===== src/rtl/pipe_pkg.sv =====
// Shared pipeline definitions: exception codes, default handler pc and the
// per-edge control decode used by every stage boundary register.
package pipe_pkg;

  localparam logic [4:0] EXC_NONE    = 5'd0;
  localparam logic [4:0] EXC_ADEL    = 5'd4;
  localparam logic [4:0] EXC_ADES    = 5'd5;
  localparam logic [4:0] EXC_SYSCALL = 5'd8;
  localparam logic [4:0] EXC_BP      = 5'd9;
  localparam logic [4:0] EXC_RI      = 5'd10;
  localparam logic [4:0] EXC_OV      = 5'd12;

  localparam logic [31:0] HANDLER_PC_DEF = 32'h0000_4180;

  typedef enum logic [2:0] {
    CTL_RST,
    CTL_INT,
    CTL_CLR,
    CTL_HOLD,
    CTL_LOAD
  } stage_ctl_e;

  // Fixed priority: reset > intReq > clr > stall > load.
  function automatic stage_ctl_e decode_ctl(input logic reset, input logic int_req,
                                            input logic clr, input logic stall);
    if (reset)        return CTL_RST;
    else if (int_req) return CTL_INT;
    else if (clr)     return CTL_CLR;
    else if (stall)   return CTL_HOLD;
    else              return CTL_LOAD;
  endfunction

endpackage


===== src/rtl/pipe_stage_reg_if.sv =====
// Control, upstream and registered signals of one pipeline stage boundary.
interface pipe_stage_reg_if #(
  parameter int PAYLOAD_W = 101,
  parameter int PC_W      = 32,
  parameter int EXC_W     = 5,
  parameter int CNT_W     = 16
) ();

  logic                 intReq;
  logic                 clr;
  logic                 stall;
  logic                 in_valid;
  logic [31:0]          in_instr;
  logic [PC_W-1:0]      in_pc;
  logic                 in_isBD;
  logic [EXC_W-1:0]     in_exCode;
  logic [EXC_W-1:0]     in_newExCode;
  logic [PAYLOAD_W-1:0] in_payload;

  logic                 out_valid;
  logic [31:0]          out_instr;
  logic [PC_W-1:0]      out_pc;
  logic                 out_isBD;
  logic [EXC_W-1:0]     out_exCode;
  logic [PAYLOAD_W-1:0] out_payload;
  logic [CNT_W-1:0]     stall_cnt;
  logic [CNT_W-1:0]     bubble_cnt;

  modport master (
    output intReq, clr, stall, in_valid, in_instr, in_pc, in_isBD,
           in_exCode, in_newExCode, in_payload,
    input  out_valid, out_instr, out_pc, out_isBD, out_exCode, out_payload,
           stall_cnt, bubble_cnt
  );

  modport slave (
    input  intReq, clr, stall, in_valid, in_instr, in_pc, in_isBD,
           in_exCode, in_newExCode, in_payload,
    output out_valid, out_instr, out_pc, out_isBD, out_exCode, out_payload,
           stall_cnt, bubble_cnt
  );

endinterface


===== src/rtl/pipe_stage_reg_sat_counter.sv =====
// Saturating up-counter: sticks at all-ones, cleared only by reset.
module sat_counter #(
  parameter int W = 16
) (
  input  logic         clk,
  input  logic         reset,
  input  logic         inc,
  output logic [W-1:0] count
);

  logic [W-1:0] count_q;
  logic [W-1:0] count_d;

  always_comb begin
    count_d = count_q;
    if (inc && (count_q != {W{1'b1}}))
      count_d = count_q + W'(1);
  end

  always_ff @(posedge clk) begin
    if (reset) count_q <= '0;
    else       count_q <= count_d;
  end

  assign count = count_q;

endmodule


===== src/rtl/pipe_stage_reg.sv =====
// Stage-boundary register with stall/bubble/redirect control, exception-code
// merge on load and saturating stall/bubble counters.
module pipe_stage_reg
  import pipe_pkg::*;
#(
  parameter int              PAYLOAD_W    = 101,
  parameter int              PC_W         = 32,
  parameter int              EXC_W        = 5,
  parameter logic [PC_W-1:0] HANDLER_PC   = PC_W'(HANDLER_PC_DEF),
  parameter int              CNT_W        = 16,
  parameter bit              CLR_KEEPS_PC = 1'b1
) (
  input  logic            clk,
  input  logic            reset,
  pipe_stage_reg_if.slave bus
);

  stage_ctl_e ctl;

  logic                 valid_q,   valid_d;
  logic [31:0]          instr_q,   instr_d;
  logic [PC_W-1:0]      pc_q,      pc_d;
  logic                 isbd_q,    isbd_d;
  logic [EXC_W-1:0]     exc_q,     exc_d;
  logic [PAYLOAD_W-1:0] payload_q, payload_d;

  assign ctl = decode_ctl(reset, bus.intReq, bus.clr, bus.stall);

  always_comb begin
    valid_d   = valid_q;
    instr_d   = instr_q;
    pc_d      = pc_q;
    isbd_d    = isbd_q;
    exc_d     = exc_q;
    payload_d = payload_q;
    unique case (ctl)
      CTL_RST: begin
        valid_d   = 1'b0;
        instr_d   = '0;
        pc_d      = '0;
        isbd_d    = 1'b0;
        exc_d     = '0;
        payload_d = '0;
      end
      CTL_INT: begin
        valid_d   = 1'b0;
        instr_d   = '0;
        pc_d      = HANDLER_PC;
        isbd_d    = 1'b0;
        exc_d     = '0;
        payload_d = '0;
      end
      CTL_CLR: begin
        // A bubble may keep pc/BD so the slot still reports a meaningful EPC.
        valid_d   = 1'b0;
        instr_d   = '0;
        pc_d      = CLR_KEEPS_PC ? bus.in_pc : '0;
        isbd_d    = CLR_KEEPS_PC ? bus.in_isBD : 1'b0;
        exc_d     = '0;
        payload_d = '0;
      end
      CTL_HOLD: begin
      end
      CTL_LOAD: begin
        valid_d   = bus.in_valid;
        instr_d   = bus.in_instr;
        pc_d      = bus.in_pc;
        isbd_d    = bus.in_isBD;
        // The earliest stage's exception takes precedence.
        exc_d     = (bus.in_exCode != EXC_W'(EXC_NONE)) ? bus.in_exCode : bus.in_newExCode;
        payload_d = bus.in_payload;
      end
      default: begin
      end
    endcase
  end

  always_ff @(posedge clk) begin
    if (reset) begin
      valid_q   <= 1'b0;
      instr_q   <= '0;
      pc_q      <= '0;
      isbd_q    <= 1'b0;
      exc_q     <= '0;
      payload_q <= '0;
    end else begin
      valid_q   <= valid_d;
      instr_q   <= instr_d;
      pc_q      <= pc_d;
      isbd_q    <= isbd_d;
      exc_q     <= exc_d;
      payload_q <= payload_d;
    end
  end

  sat_counter #(.W(CNT_W)) u_stall_cnt (
    .clk   (clk),
    .reset (reset),
    .inc   (ctl == CTL_HOLD),
    .count (bus.stall_cnt)
  );

  sat_counter #(.W(CNT_W)) u_bubble_cnt (
    .clk   (clk),
    .reset (reset),
    .inc   (ctl == CTL_CLR),
    .count (bus.bubble_cnt)
  );

  assign bus.out_valid   = valid_q;
  assign bus.out_instr   = instr_q;
  assign bus.out_pc      = pc_q;
  assign bus.out_isBD    = isbd_q;
  assign bus.out_exCode  = exc_q;
  assign bus.out_payload = payload_q;

endmodule

===== src/flat_wrapper.sv =====
// flat-port wrapper written by rule: the top's interface ports become plain ports
module pipe_stage_reg_flat import pipe_pkg::*;
#(
  parameter int              PAYLOAD_W    = 101,
  parameter int              PC_W         = 32,
  parameter int              EXC_W        = 5,
  parameter logic [PC_W-1:0] HANDLER_PC   = PC_W'(HANDLER_PC_DEF),
  parameter int              CNT_W        = 16,
  parameter bit              CLR_KEEPS_PC = 1'b1
)
  (clk, reset, bus_intReq, bus_clr, bus_stall, bus_in_valid, bus_in_instr, bus_in_pc, bus_in_isBD, bus_in_exCode, bus_in_newExCode, bus_in_payload, bus_out_valid, bus_out_instr, bus_out_pc, bus_out_isBD, bus_out_exCode, bus_out_payload, bus_stall_cnt, bus_bubble_cnt);
  pipe_stage_reg_if #(.PAYLOAD_W(PAYLOAD_W), .PC_W(PC_W), .EXC_W(EXC_W), .CNT_W(CNT_W)) bus_i ();
  input  logic clk;
  input  logic reset;
  input wire logic [$bits(bus_i.intReq)-1:0] bus_intReq;
  input wire logic [$bits(bus_i.clr)-1:0] bus_clr;
  input wire logic [$bits(bus_i.stall)-1:0] bus_stall;
  input wire logic [$bits(bus_i.in_valid)-1:0] bus_in_valid;
  input wire logic [$bits(bus_i.in_instr)-1:0] bus_in_instr;
  input wire logic [$bits(bus_i.in_pc)-1:0] bus_in_pc;
  input wire logic [$bits(bus_i.in_isBD)-1:0] bus_in_isBD;
  input wire logic [$bits(bus_i.in_exCode)-1:0] bus_in_exCode;
  input wire logic [$bits(bus_i.in_newExCode)-1:0] bus_in_newExCode;
  input wire logic [$bits(bus_i.in_payload)-1:0] bus_in_payload;
  output wire logic [$bits(bus_i.out_valid)-1:0] bus_out_valid;
  output wire logic [$bits(bus_i.out_instr)-1:0] bus_out_instr;
  output wire logic [$bits(bus_i.out_pc)-1:0] bus_out_pc;
  output wire logic [$bits(bus_i.out_isBD)-1:0] bus_out_isBD;
  output wire logic [$bits(bus_i.out_exCode)-1:0] bus_out_exCode;
  output wire logic [$bits(bus_i.out_payload)-1:0] bus_out_payload;
  output wire logic [$bits(bus_i.stall_cnt)-1:0] bus_stall_cnt;
  output wire logic [$bits(bus_i.bubble_cnt)-1:0] bus_bubble_cnt;
  assign bus_i.intReq = bus_intReq;
  assign bus_i.clr = bus_clr;
  assign bus_i.stall = bus_stall;
  assign bus_i.in_valid = bus_in_valid;
  assign bus_i.in_instr = bus_in_instr;
  assign bus_i.in_pc = bus_in_pc;
  assign bus_i.in_isBD = bus_in_isBD;
  assign bus_i.in_exCode = bus_in_exCode;
  assign bus_i.in_newExCode = bus_in_newExCode;
  assign bus_i.in_payload = bus_in_payload;
  assign bus_out_valid = bus_i.out_valid;
  assign bus_out_instr = bus_i.out_instr;
  assign bus_out_pc = bus_i.out_pc;
  assign bus_out_isBD = bus_i.out_isBD;
  assign bus_out_exCode = bus_i.out_exCode;
  assign bus_out_payload = bus_i.out_payload;
  assign bus_stall_cnt = bus_i.stall_cnt;
  assign bus_bubble_cnt = bus_i.bubble_cnt;
  pipe_stage_reg #(.PAYLOAD_W(PAYLOAD_W), .PC_W(PC_W), .EXC_W(EXC_W), .HANDLER_PC(HANDLER_PC), .CNT_W(CNT_W), .CLR_KEEPS_PC(CLR_KEEPS_PC)) u_core (.clk(clk), .reset(reset), .bus(bus_i));
endmodule

===== config.mk =====
export PLATFORM = sky130hd
export DESIGN_NAME = pipe_stage_reg_flat
export DESIGN_NICKNAME = d
export VERILOG_FILES = /design/src/rtl/pipe_pkg.sv /design/src/rtl/pipe_stage_reg_if.sv /design/src/rtl/pipe_stage_reg_sat_counter.sv /design/src/rtl/pipe_stage_reg.sv /design/src/flat_wrapper.sv
export SDC_FILE = /design/constraint.sdc
export NUM_CORES = 1
export LEC_CHECK = 0
export ABC_AREA = 1
export CORE_AREA = 2 2 152 154
export DETAILED_ROUTE_END_ITERATION = 12
export DIE_AREA = 0 0 154 156
export DONT_BUFFER_PORTS = 1
export PLACE_DENSITY_LB_ADDON = 0.08
export SYNTH_ARGS = -nofsm -noshare
export SYNTH_HDL_FRONTEND = slang
export SYNTH_HIERARCHICAL = 1
export SYNTH_SLANG_ARGS = --single-unit

===== constraint.sdc =====
create_clock -name clk -period 2 [get_ports clk]
set_input_delay 0.2 -clock clk [delete_from_list [all_inputs] [get_ports clk]]
set_output_delay 0.2 -clock clk [all_outputs]
set_load 0.005 [all_outputs]

Word-level counts from Yosys, hierarchy flattened
Cells that the tools add are included. W data, S select, Z words.

Register bits: 204. Bits in latches: 0. RAM bits: 0. ROM bits: 0. Logic and storage cells: 37. Memories kept: 0.

$add $sub $neg: 2. Multiply operators: 0. Divide/modulo/power cells: 0. Magnitude comparators: 0. Equality and inequality tests: 6. Shift-type cells: 0. Muxes and demuxes: 11. Bitwise gates (word level): 0. Reduce and logical (&&, ||, !) cells: 10.

Operators with widths (number): $pmux W101 S2 (1); $pmux W32 S3 (1); $pmux W32 S2 (1); $add A16 B1 Y16 const B (2); $ne A16 B16 Y1 const B (2); $mux W3 (4); $pmux W5 S2 (1); $eq A3 B2 Y1 const B (2); $mux W5 (1); $reduce_bool A5 Y1 (1); $pmux W1 S2 (2); $reduce_bool A2 Y1 (2); $reduce_or A2 Y1 (2); $eq A3 B1 Y1 const B (1); $eq A3 B3 Y1 const B (1); $logic_not A3 Y1 (1); $reduce_bool A3 Y1 (1); $reduce_or A3 Y1 (1); $logic_and A1 B1 Y1 (2).

Longest topological paths before layout
Gate-level depths: netlist of run 1.

Depth after elaboration: 7. Mapped depth: 14. Depth with buffers taken out: 11.

Hierarchy
The synthesis of run 1 kept the hierarchy.

By module, submodules not included: pipe_stage_reg (times used 1, cells each 753, area an instance 5714.2 um2); sat_counter (times used 2, cells each 149, area an instance 929.6 um2).

Least setup slack after synthesis of run 1
No wires, ideal clock.

Kind: input to register. From: input port bus_intReq. To: register u_core.u_stall_cnt.count_q[13], in the netlist u_core/u_stall_cnt/count[13]. Setup time: 115 ps. Arrival: 1556 ps. Data required time: 1885 ps. Path slack: 329 ps. Cell stages on the path: 13. Buffers on the path: 3. Path through: clkinv_1 nand2_2 nor2_4 nor2_2 buf_4 buf_4 buf_2 nand3_1 or2_0 nor2_1 nand3_1 nand2_1 nor2_1.

Cells in the longest elaborated chain, start to end: 4.

RTL lines: start, declared (line flat_wrapper.sv:15) `input wire logic [$bits(bus_i.intReq)-1:0] bus_intReq;`; $mux W3 (line pipe_pkg.sv:27) `else if (int_req) return CTL_INT;`; $mux W3 (line pipe_pkg.sv:26) `if (reset) return CTL_RST;`; $eq A3 B2 Y1 (line pipe_stage_reg.sv:99) `.inc (ctl == CTL_HOLD),`; $logic_and A1 B1 Y1 (line pipe_stage_reg_sat_counter.sv:16) `if (inc && (count_q != {W{1'b1}}))`; end signal, assigned (line pipe_stage_reg_sat_counter.sv:22) `else count_q <= count_d;`; end, declared (line pipe_stage_reg_sat_counter.sv:11) `logic [W-1:0] count_q;`.

Every way passes these cells. A chain may end at the register's enable or synchronous reset.

Worst setup path after layout of run 1
From: register u_core.u_stall_cnt.count_q[1], in the netlist u_core/u_stall_cnt/count[1]. To: register u_core.u_stall_cnt.count_q[11], in the netlist u_core/u_stall_cnt/count[11].

Cells in the longest elaborated chain, start to end: 2. Elaborated cells between the ends (all ways): 3.

RTL lines: branches (longest 2 deep; another with $add A16 B1 Y16).

Several ways; the timed one is not identified.

==> run metrics, run 1 <==
outcome finished, final reports clean; initial antenna violation count 0; CP endpoint kind flop; latest clock arrival within the worst-skew pair 0.51 ns; CP required 2.39 ns; post-route insts no fill 1523; total grt overflow 0; Crit Reg-Reg Endpoint u_core/u_stall_cnt/count[11]; critical path startpoint category flop; clock buffer depth 3; Cells after Synth 1051; CTS buffer count 23; filler instances 2232; placed cells 1305; most frequent cells in the layout nand2_1, dfxtp_1, dlygate4sd3_1, nor2_1, nand3_1; core area 22400 um2; ratio of cells with drive above 1 in the final layout 6.38%; largest net degree at the start of global routing 156; hold path depth 4; worst slack, placed 0.425 ns; top area cells in the synthesized netlist dfxtp_1, nand2_1, nor2_1; Clk pin slew, worst setup/hold paths 0.06 ns; Worst Min Path Start bus_stall; share of the synthesized area in the top cell type 53.9%; Max Fclk 627 MHz; gr usage total 18.5%; Starting Density 33.9%; CTS H-tree depth 1; DRC Markers 0; max_cap viols 0; die footprint 24000 um2; Lkg Pwr 0.00479 uW; Die Y 156 um; register-to-register setup slack 0.40 ns; Detail Route Antenna Nets 0; Ports 386; Yosys top cell by area dfxtp_1; Final Worst Setup Slack 0.405 ns; post-layout net count 1409; I/O Buffers 0; R2R cell count 6; VDD IR max 0.000569 V; GPL Wtd Cong 0.786; row count 55; setup TNS 0 ns; synthesized area per cell 7.21 um2; Crit Path Class reg2reg; most common cell after layout, fill and taps aside nand2_1; diodes inserted 0; Netlist cell types 21; Final Power 9030 uW; WP data arrival 1.98 ns; Worst Hold Path EP u_core/bus.out_payload[31]; Cell Pwr Density 871 nW/um2; DR pass1 iterations 4; Vias 6976; Net Count, Synth 1235; utilization after layout 46.4%; Layout area overhead 37.0%; CTS tree yes; die width 154 um; relative slew slack 51.1%; register area share after synthesis 53.9%; crit-path max FO 7; Final setup viols 0; synthesized cell area 7570 um2; RR Startpoint u_core/u_stall_cnt/count[1]; max-slew violations 0; via/cell ratio 4.58; first-pass GRT wire length 36100 um; Worst Hold Class in2reg; Clock Skews 0.0159 ns; RSZ-0062 raised after global routing no; CTS Root Cell clkbuf_16; period utilization 79.8%; Fin. Hold Viols 0; final WL 23700 um; post_cts resized 0; Slew @ Worst Pin 0.733 ns; routed length per instance 15.5 um; Iteration-0 DRC Markers 375; dpl hpwl 16100 um; Clock Sinks 204; fin crit period 1.60 ns; number of global-route vias before repair 6954; FF+latch count, synth 204; synth warn 6
==> worst max-delay path by stage <==
| stage | from | end | slack [ns] | depth (start not counted) |
|---|---|---|---|---|
| after floorplan | bus_intReq | u_core/u_stall_cnt/count[13] | 0.33 | 13 |
| after global placement | bus_intReq | u_core/u_stall_cnt/count[11] | 0.41 | 10 |
| after detailed placement | bus_intReq | u_core/u_stall_cnt/count[11] | 0.42 | 10 |
| after CTS | u_core/u_stall_cnt/count[1] | u_core/u_stall_cnt/count[13] | 0.44 | 6 |
| after global routing | u_core/u_bubble_cnt/count[0] | u_core/u_bubble_cnt/count[15] | 0.26 | 7 |
| final | u_core/u_stall_cnt/count[1] | u_core/u_stall_cnt/count[11] | 0.40 | 6 |
==> stage by stage <==
stage	hold WS [ns]	cell area [um2]
2_1_floorplan	0.310	7570
3_3_place_gp	0.312	7840
3_5_place_dp	0.314	7840
4_1_cts	0.0586	10400
5_1_grt	0.0837	10400
6_report	0.0831	10400
==> registers in the layout, indices dropped and copies added (netlist names) <==
| name | flops |
|---|---|
| u_core/bus.out_instr | 32 |
| u_core/u_bubble_cnt/count | 16 |
| u_core/bus.out_isBD | 1 |
| u_core/bus.out_pc | 32 |
| u_core/bus.out_exCode | 5 |
| u_core/bus.out_payload | 101 |
| u_core/u_stall_cnt/count | 16 |
| u_core/bus.out_valid | 1 |
==> kinds of logic (layout without fill, tap and decap cells) <==
family                   count (synthesis)  after routing  share of synthesized area (%)
flip-flops                             204            204                           53.9
buffers and inverters                   70            257                           4.33
AND/OR/NAND/NOR                        761            761                           40.5
AO/OA/AOI/OAI                           14             14                          0.925
adder cells (fa/ha/maj)                  2              2                          0.330
==> final cells by class <==
cell class	count	area [um2]	share of cell area, %
multi-input combinational	777	3170	30.6
clock buffer	29	608	5.86
sequential	204	4080	39.4
inverter	29	109	1.05
timing repair buffer	190	1910	18.5
tap	285	357	3.44
clock inverter	9	128	1.23
==> cell usage after synthesis, drive strengths merged <==
master and number:
dfxtp 204, nand3 27, inv 28, a21oi 14, buf 34, nand4 11
clkbuf 7, ha 2, nor3 3, or2 2, nand2 616, nor2 102
clkinv 1
==> per-layer routing <==
metal	vias up	part of all wire, %	global-route usage, %
met2	274	47	32.4
met1	3112	40	20.8
met5	-	0	0
met4	0	4.1	7.74
met3	49	8.3	5.97
li1	3541	-	-
==> critical path, stage by stage (launching register included) <==
cell     delay (ns)
dfxtp_1        0.41
ha_1           0.22
inv_1          0.06
nor2_2         0.19
nand4_1        0.31
a21oi_1        0.23
nor2_1         0.06
==> repair_timing <==
item,CTS,global route
endpoints found under the hold margin,172,0
setup buffers,0,0
hold buffers,180,0
==> power by group <==
group / internal (uW) / switching (uW)
clock: 2530 / 1650
combinational: 316 / 253
sequential: 4170 / 102
Power figures use the tool's default switching activity.
==> run 2: changes to the inputs <==
CORE_AREA = 2 2 151 153   (was 2 2 152 154)
DIE_AREA = 0 0 153 155   (was 0 0 154 156)
clock period = 1.3 ns   (was 2 ns; I/O delays follow)
==> run metrics, run 2 (synthesis results as in run 1) <==
outcome finished, final reports clean; Clock power frac 46.2%; Max Fclk 779 MHz; die footprint 23700 um2; number of global-route vias before repair 7440; crit-path max FO 4; max reg flops 101; most frequent cells in the layout nand2_1, dfxtp_1, dlygate4sd3_1, buf_4, nor2_1; WP data arrival 1.69 ns; Routed met3 length 1740 um; placed cells 1384; highest-delay cell along the critical path dfxtp_2; most frequent CP cell nor2_1; max_cap viols 0; Crit Path Class reg2reg; period utilization 98.8%; fraction of power consumed by sequential logic 46.8%; DRC Markers 0; Detail Route Antenna Nets 0; Starting Density 34.1%; VDD IR max 0.00112 V; die width 153 um; Top Metal Used met4; wl on met1 9690 um; Fin. Hold Viols 0; CP endpoint kind flop; Vias 7241; post-route insts no fill 1611; routed length per instance 15.4 um; critical path startpoint category flop; Worst Hold Class in2reg; crit path cell chain nand2_2 > buf_4 > nor2_1 > nand3_1 > nor2_1 > nand3_1 > nand2_1 > nor2_1; gr usage total 19.8%; combinational power share 7.0%; max-slew violations 0; Clk pin slew, worst setup/hold paths 0.06 ns; first-pass GRT wire length 38400 um; Clock Skews 0.00828 ns; CP Buf/Inv Count 1; switching power 3150 uW; Lkg Pwr 0.00533 uW; CP required 1.71 ns; CTS Root Cell clkbuf_16; Worst path max stage delay 0.39 ns; most common cell after layout, fill and taps aside nand2_1; latest clock arrival within the worst-skew pair 0.51 ns; met2 WL 12300 um; Iteration-0 DRC Markers 283; Die Y 155 um; DR pass1 iterations 4; dpl hpwl 17100 um; CTS buffer count 24; final WL 24800 um; internal power 10900 uW; Clock Sinks 204; fin crit period 1.28 ns; CP delay by family, top simple AND/OR/NAND/NOR gates; CTS tree yes; initial antenna violation count 2; RSZ-0062 raised after global routing yes; row count 55; Slew @ Worst Pin 0.598 ns; Final setup viols 0; post-layout net count 1498; Cell Pwr Density 1230 nW/um2; total grt overflow 0; core area 22200 um2; GPL Wtd Cong 0.811; register-to-register setup slack 0.02 ns; via/cell ratio 4.49; CTS H-tree depth 1; ratio of cells with drive above 1 in the final layout 16.5%; WHS 0.0889 ns; largest net degree at the start of global routing 59; relative slew slack 60.2%; Layout area overhead 50.4%; clock buffer depth 3; Ports 386; I/O Buffers 0; switching share of power 22.4%
run 2: cell count changes in the layout (fill, tap and decap cells not counted), moves of 4 or more:
cell | before | now
buf_4 | 7 | 83
dfxtp_1 | 204 | 189
clkbuf_8 | 1 | 5
nand2_2 | 5 | 13
nand3_2 | 0 | 4
nand2_1 | 611 | 600
buf_12 | 3 | 8
nor2_1 | 74 | 59
dfxtp_2 | 0 | 15
dlygate4sd3_1 | 180 | 185
nor2_4 | 6 | 19
nand3_1 | 27 | 22
run 2: metal layers:
metal	global-route usage, %	up-vias
met5	0	-
met4	8.77	0
met3	5.71	74
met2	35.6	265
met1	21.9	3181
li1	-	3721
run 2: worst min-delay path: stages:
cell and delay (ns):
nor3_4 0.03, buf_12 0.15, buf_4 0.15, nand2_1 0.05
nand2_1 0.04
run 2: cell type report:
cell class / count / area (um2)
Clock inverter: 4 / 48.8
Sequential cell: 204 / 4100
Inverter: 29 / 121
Multi-Input combinational cell: 777 / 3390
Timing Repair Buffer: 278 / 2660
Antenna cell: 2 / 5.00
Tap cell: 285 / 357
Clock buffer: 32 / 702
Fill cell: 2132 / 10800
run 2: stage by stage:
step                      setup WS (ns)  cell area, um2  power, uW  util [%]  setup TNS (ns)
final                            0.0158           11400      14000      51.2               0
after global routing            -0.0851           11400      14600      51.2           -1.49
after CTS                      -0.00676           11200      14200      50.6         -0.0113
after detailed placement        -0.0958            8530       7210      38.4           -8.04
after global placement          -0.0818            8530       7210      38.4           -5.55
after floorplan                  -0.165            7620       7000         -          -0.438
run 2: power groups by stage:
stage | clock, uW | combinational (uW) | sequential [uW]
2_1_floorplan | 0 | 345 | 6660
3_3_place_gp | 0 | 497 | 6710
3_5_place_dp | 0 | 501 | 6710
4_1_cts | 6700 | 973 | 6570
5_1_grt | 6900 | 1080 | 6590
6_report | 6490 | 980 | 6570
run 2: path summary, 6_finish.rpt:
path	from	to	cells after the start
max	u_core/u_stall_cnt/count[2]	u_core/u_stall_cnt/count[14]	8
min	bus_stall	u_core/bus.out_instr[3]	5
max reg2reg	u_core/u_stall_cnt/count[2]	u_core/u_stall_cnt/count[14]	8
min reg2reg	u_core/bus.out_pc[24]	u_core/bus.out_pc[24]	2
run 2: repair_timing:
item	CTS	global route
resized for setup	27	41
hold buffers	185	0
setup endpoints to repair	30	31
pin swaps	10	25
endpoints found under the hold margin	204	0
setup buffers	1	3
==> run 3: changes to the inputs <==
SYNTH_HIERARCHICAL = unset   (was 1)
==> run metrics, run 3 <==
fin crit period 1.39 ns; synthesized cell area 7250 um2; hold_buf cts 182; synthesized area per cell 9.37 um2; DR pass1 iterations 6; initial antenna violation count 0; post-layout net count 1212; via/cell ratio 5.04; number of synthesized flops with an enable pin 0; VDD IR max 0.000933 V; Clk pin slew, worst setup/hold paths 0.06 ns; Vias 6693; CP endpoint kind flop; Detail Route Antenna Nets 0; Iteration-0 DRC Markers 438; max-slew violations 0; clock buffer depth 3; met3 global-route usage 5.21%; first-pass GRT wire length 37600 um; routed length per instance 18.8 um; worst slack, placed -0.110 ns; top area cells in the synthesized netlist dfxtp_1, a22o_1, nand2_1; FF+latch count, synth 204; relative slew slack 74.3%; crit-path max FO 6; final WL 25000 um; setup TNS -1.97 ns; Layout area overhead 53.1%; CP endpoint u_core.u_stall_cnt.count[15]; Final Power 13700 uW; share of the synthesized area in the top cell type 56.3%; utilization after layout 49.9%; FF+latch area 4110 um2; CTS buffer count 23; I/O Buffers 0; gr usage total 19.5%; register area share after synthesis 56.3%; Cell Pwr Density 1230 nW/um2; R2R cell count 10; period utilization 107%; dpl hpwl 16300 um; asr flop ratio synth 0%; total grt overflow 0; number of global-route vias before repair 6590; multi-input combinational cell area 3090 um2; Yosys top cell by area dfxtp_1; WHS -0.119 ns; critical path startpoint category flop; DRC Markers 0; max reg flops 101; filler instances 1999; outcome finished with violations; Slew @ Worst Pin 0.384 ns; most frequent cells in the layout dfxtp_1, dlygate4sd3_1, nand2_1, a22o_1, buf_4; Post-synth top flop dfxtp_1; Fin. Hold Viols 20; placed cells 1094; RSZ-0062 raised after global routing yes; Final setup viols 32; CP required 1.70 ns; critical path launch point u_core.u_stall_cnt.count[0]; Cells after Synth 774; GPL Wtd Cong 0.821; Worst Hold Class in2reg; diodes inserted 0; Ports 386; latest clock arrival within the worst-skew pair 0.50 ns; CTS H-tree depth 1; die width 153 um; post-route insts no fill 1328; Max Fclk 719 MHz; Clock Sinks 204; Clock Skews 0.00981 ns; GR peak layer met2; GR met2 Demand/Resource 35.5%; Crit Path Class reg2reg; WP data arrival 1.79 ns; RR Startpoint u_core.u_stall_cnt.count[0]; Lkg Pwr 0.00459 uW; top cells by count, synth dfxtp_1, nand2_1, a22o_1, nor2_1, o21ai_0; most frequent cell after synthesis dfxtp_1; Crit Reg-Reg Endpoint u_core.u_stall_cnt.count[15]; row count 55; Final Worst Setup Slack -0.0914 ns; met1 Use GR 22.3%; CTS Root Cell clkbuf_16; Net Count, Synth 958; Starting Density 32.6%; register-to-register setup slack -0.09 ns; ratio of cells with drive above 1 in the final layout 21.2%; Die Y 155 um; failing checks negative hold slack, negative setup slack; CTS tree yes; Netlist cell types 27; most common cell after layout, fill and taps aside dfxtp_1; max_cap viols 0; largest net degree at the start of global routing 68; die footprint 23700 um2; core area 22200 um2; synth warn 0
## run 3: cell types whose count changed after synthesis, moves of 9 or more
cell      before  now
a22o_1         0  134
clkbuf_1       5   14
nand2_1      611  174
nor2_1        74   50
nor2_2        21    5
o21ai_0        0   45
## run 3: final cells by class
cell class / count / share of cell area, %
clock buffer: 32 / 5.95
sequential: 204 / 37.0
clock inverter: 8 / 0.699
timing repair buffer: 275 / 23.9
tap: 285 / 3.21
inverter: 36 / 1.40
multi-input combinational: 488 / 27.8
## run 3: worst min-delay path by stage
stage | depth (start not counted) | endpoint | start | slack [ns]
floorplan | 2 | u_core.bus.out_isBD | bus_in_isBD | 0.27
global placement | 1 | u_core.u_bubble_cnt.count[9] | reset | 0.20
detailed placement | 1 | u_core.u_bubble_cnt.count[4] | reset | 0.20
CTS | 2 | u_core.u_bubble_cnt.count[4] | reset | -0.15
global route | 2 | u_core.u_bubble_cnt.count[3] | reset | -0.13
finish | 2 | u_core.u_bubble_cnt.count[3] | reset | -0.12
## run 3: timing repair
action                                  CTS  global route
hold endpoints to repair                198            20
pin swaps                                 7            31
setup buffers                             2             7
endpoints found under the setup margin   31            34
gates resized for setup                  23            57
gates cloned                              3             1
## run 3: power breakdown
part	switching, uW	internal, uW	total [uW]
Clock	2550	3760	6300
Combinational	347	527	874
Sequential	127	6380	6510
Total	3020	10700	13700
## run 3: kinds of logic after synthesis
group	after synthesis	synth area share, %
simple gates	267	15.1
flops	204	56.3
compound gates	207	21.9
xor+xnor	11	1.33
buf+inv	83	5.04
fa+ha+maj	2	0.345
## run 3: worst max-delay path, cell delays in order (launching register included)
cell	delay, ns
dfxtp_4	0.35
ha_4	0.16
nand2_4	0.08
nor2_4	0.04
nand2_4	0.08
nor2_4	0.04
nor2_4	0.19
buf_6	0.17
nand3_2	0.07
nand2_1	0.06
nor2_1	0.03
## run 3: metal layers
metal	part of all wire, %	wire length, um
met1	38	9620
met2	52	13000
met3	7.1	1780
met4	2.6	641
met5	0	0
## run 3: metrics by stage
step | cell area [um2] | hold slack [ns]
6_report | 11100 | -0.119
5_1_grt | 11100 | -0.135
4_1_cts | 10800 | -0.149
3_5_place_dp | 8170 | 0.197
3_3_place_gp | 8170 | 0.196
2_1_floorplan | 7370 | 0.265
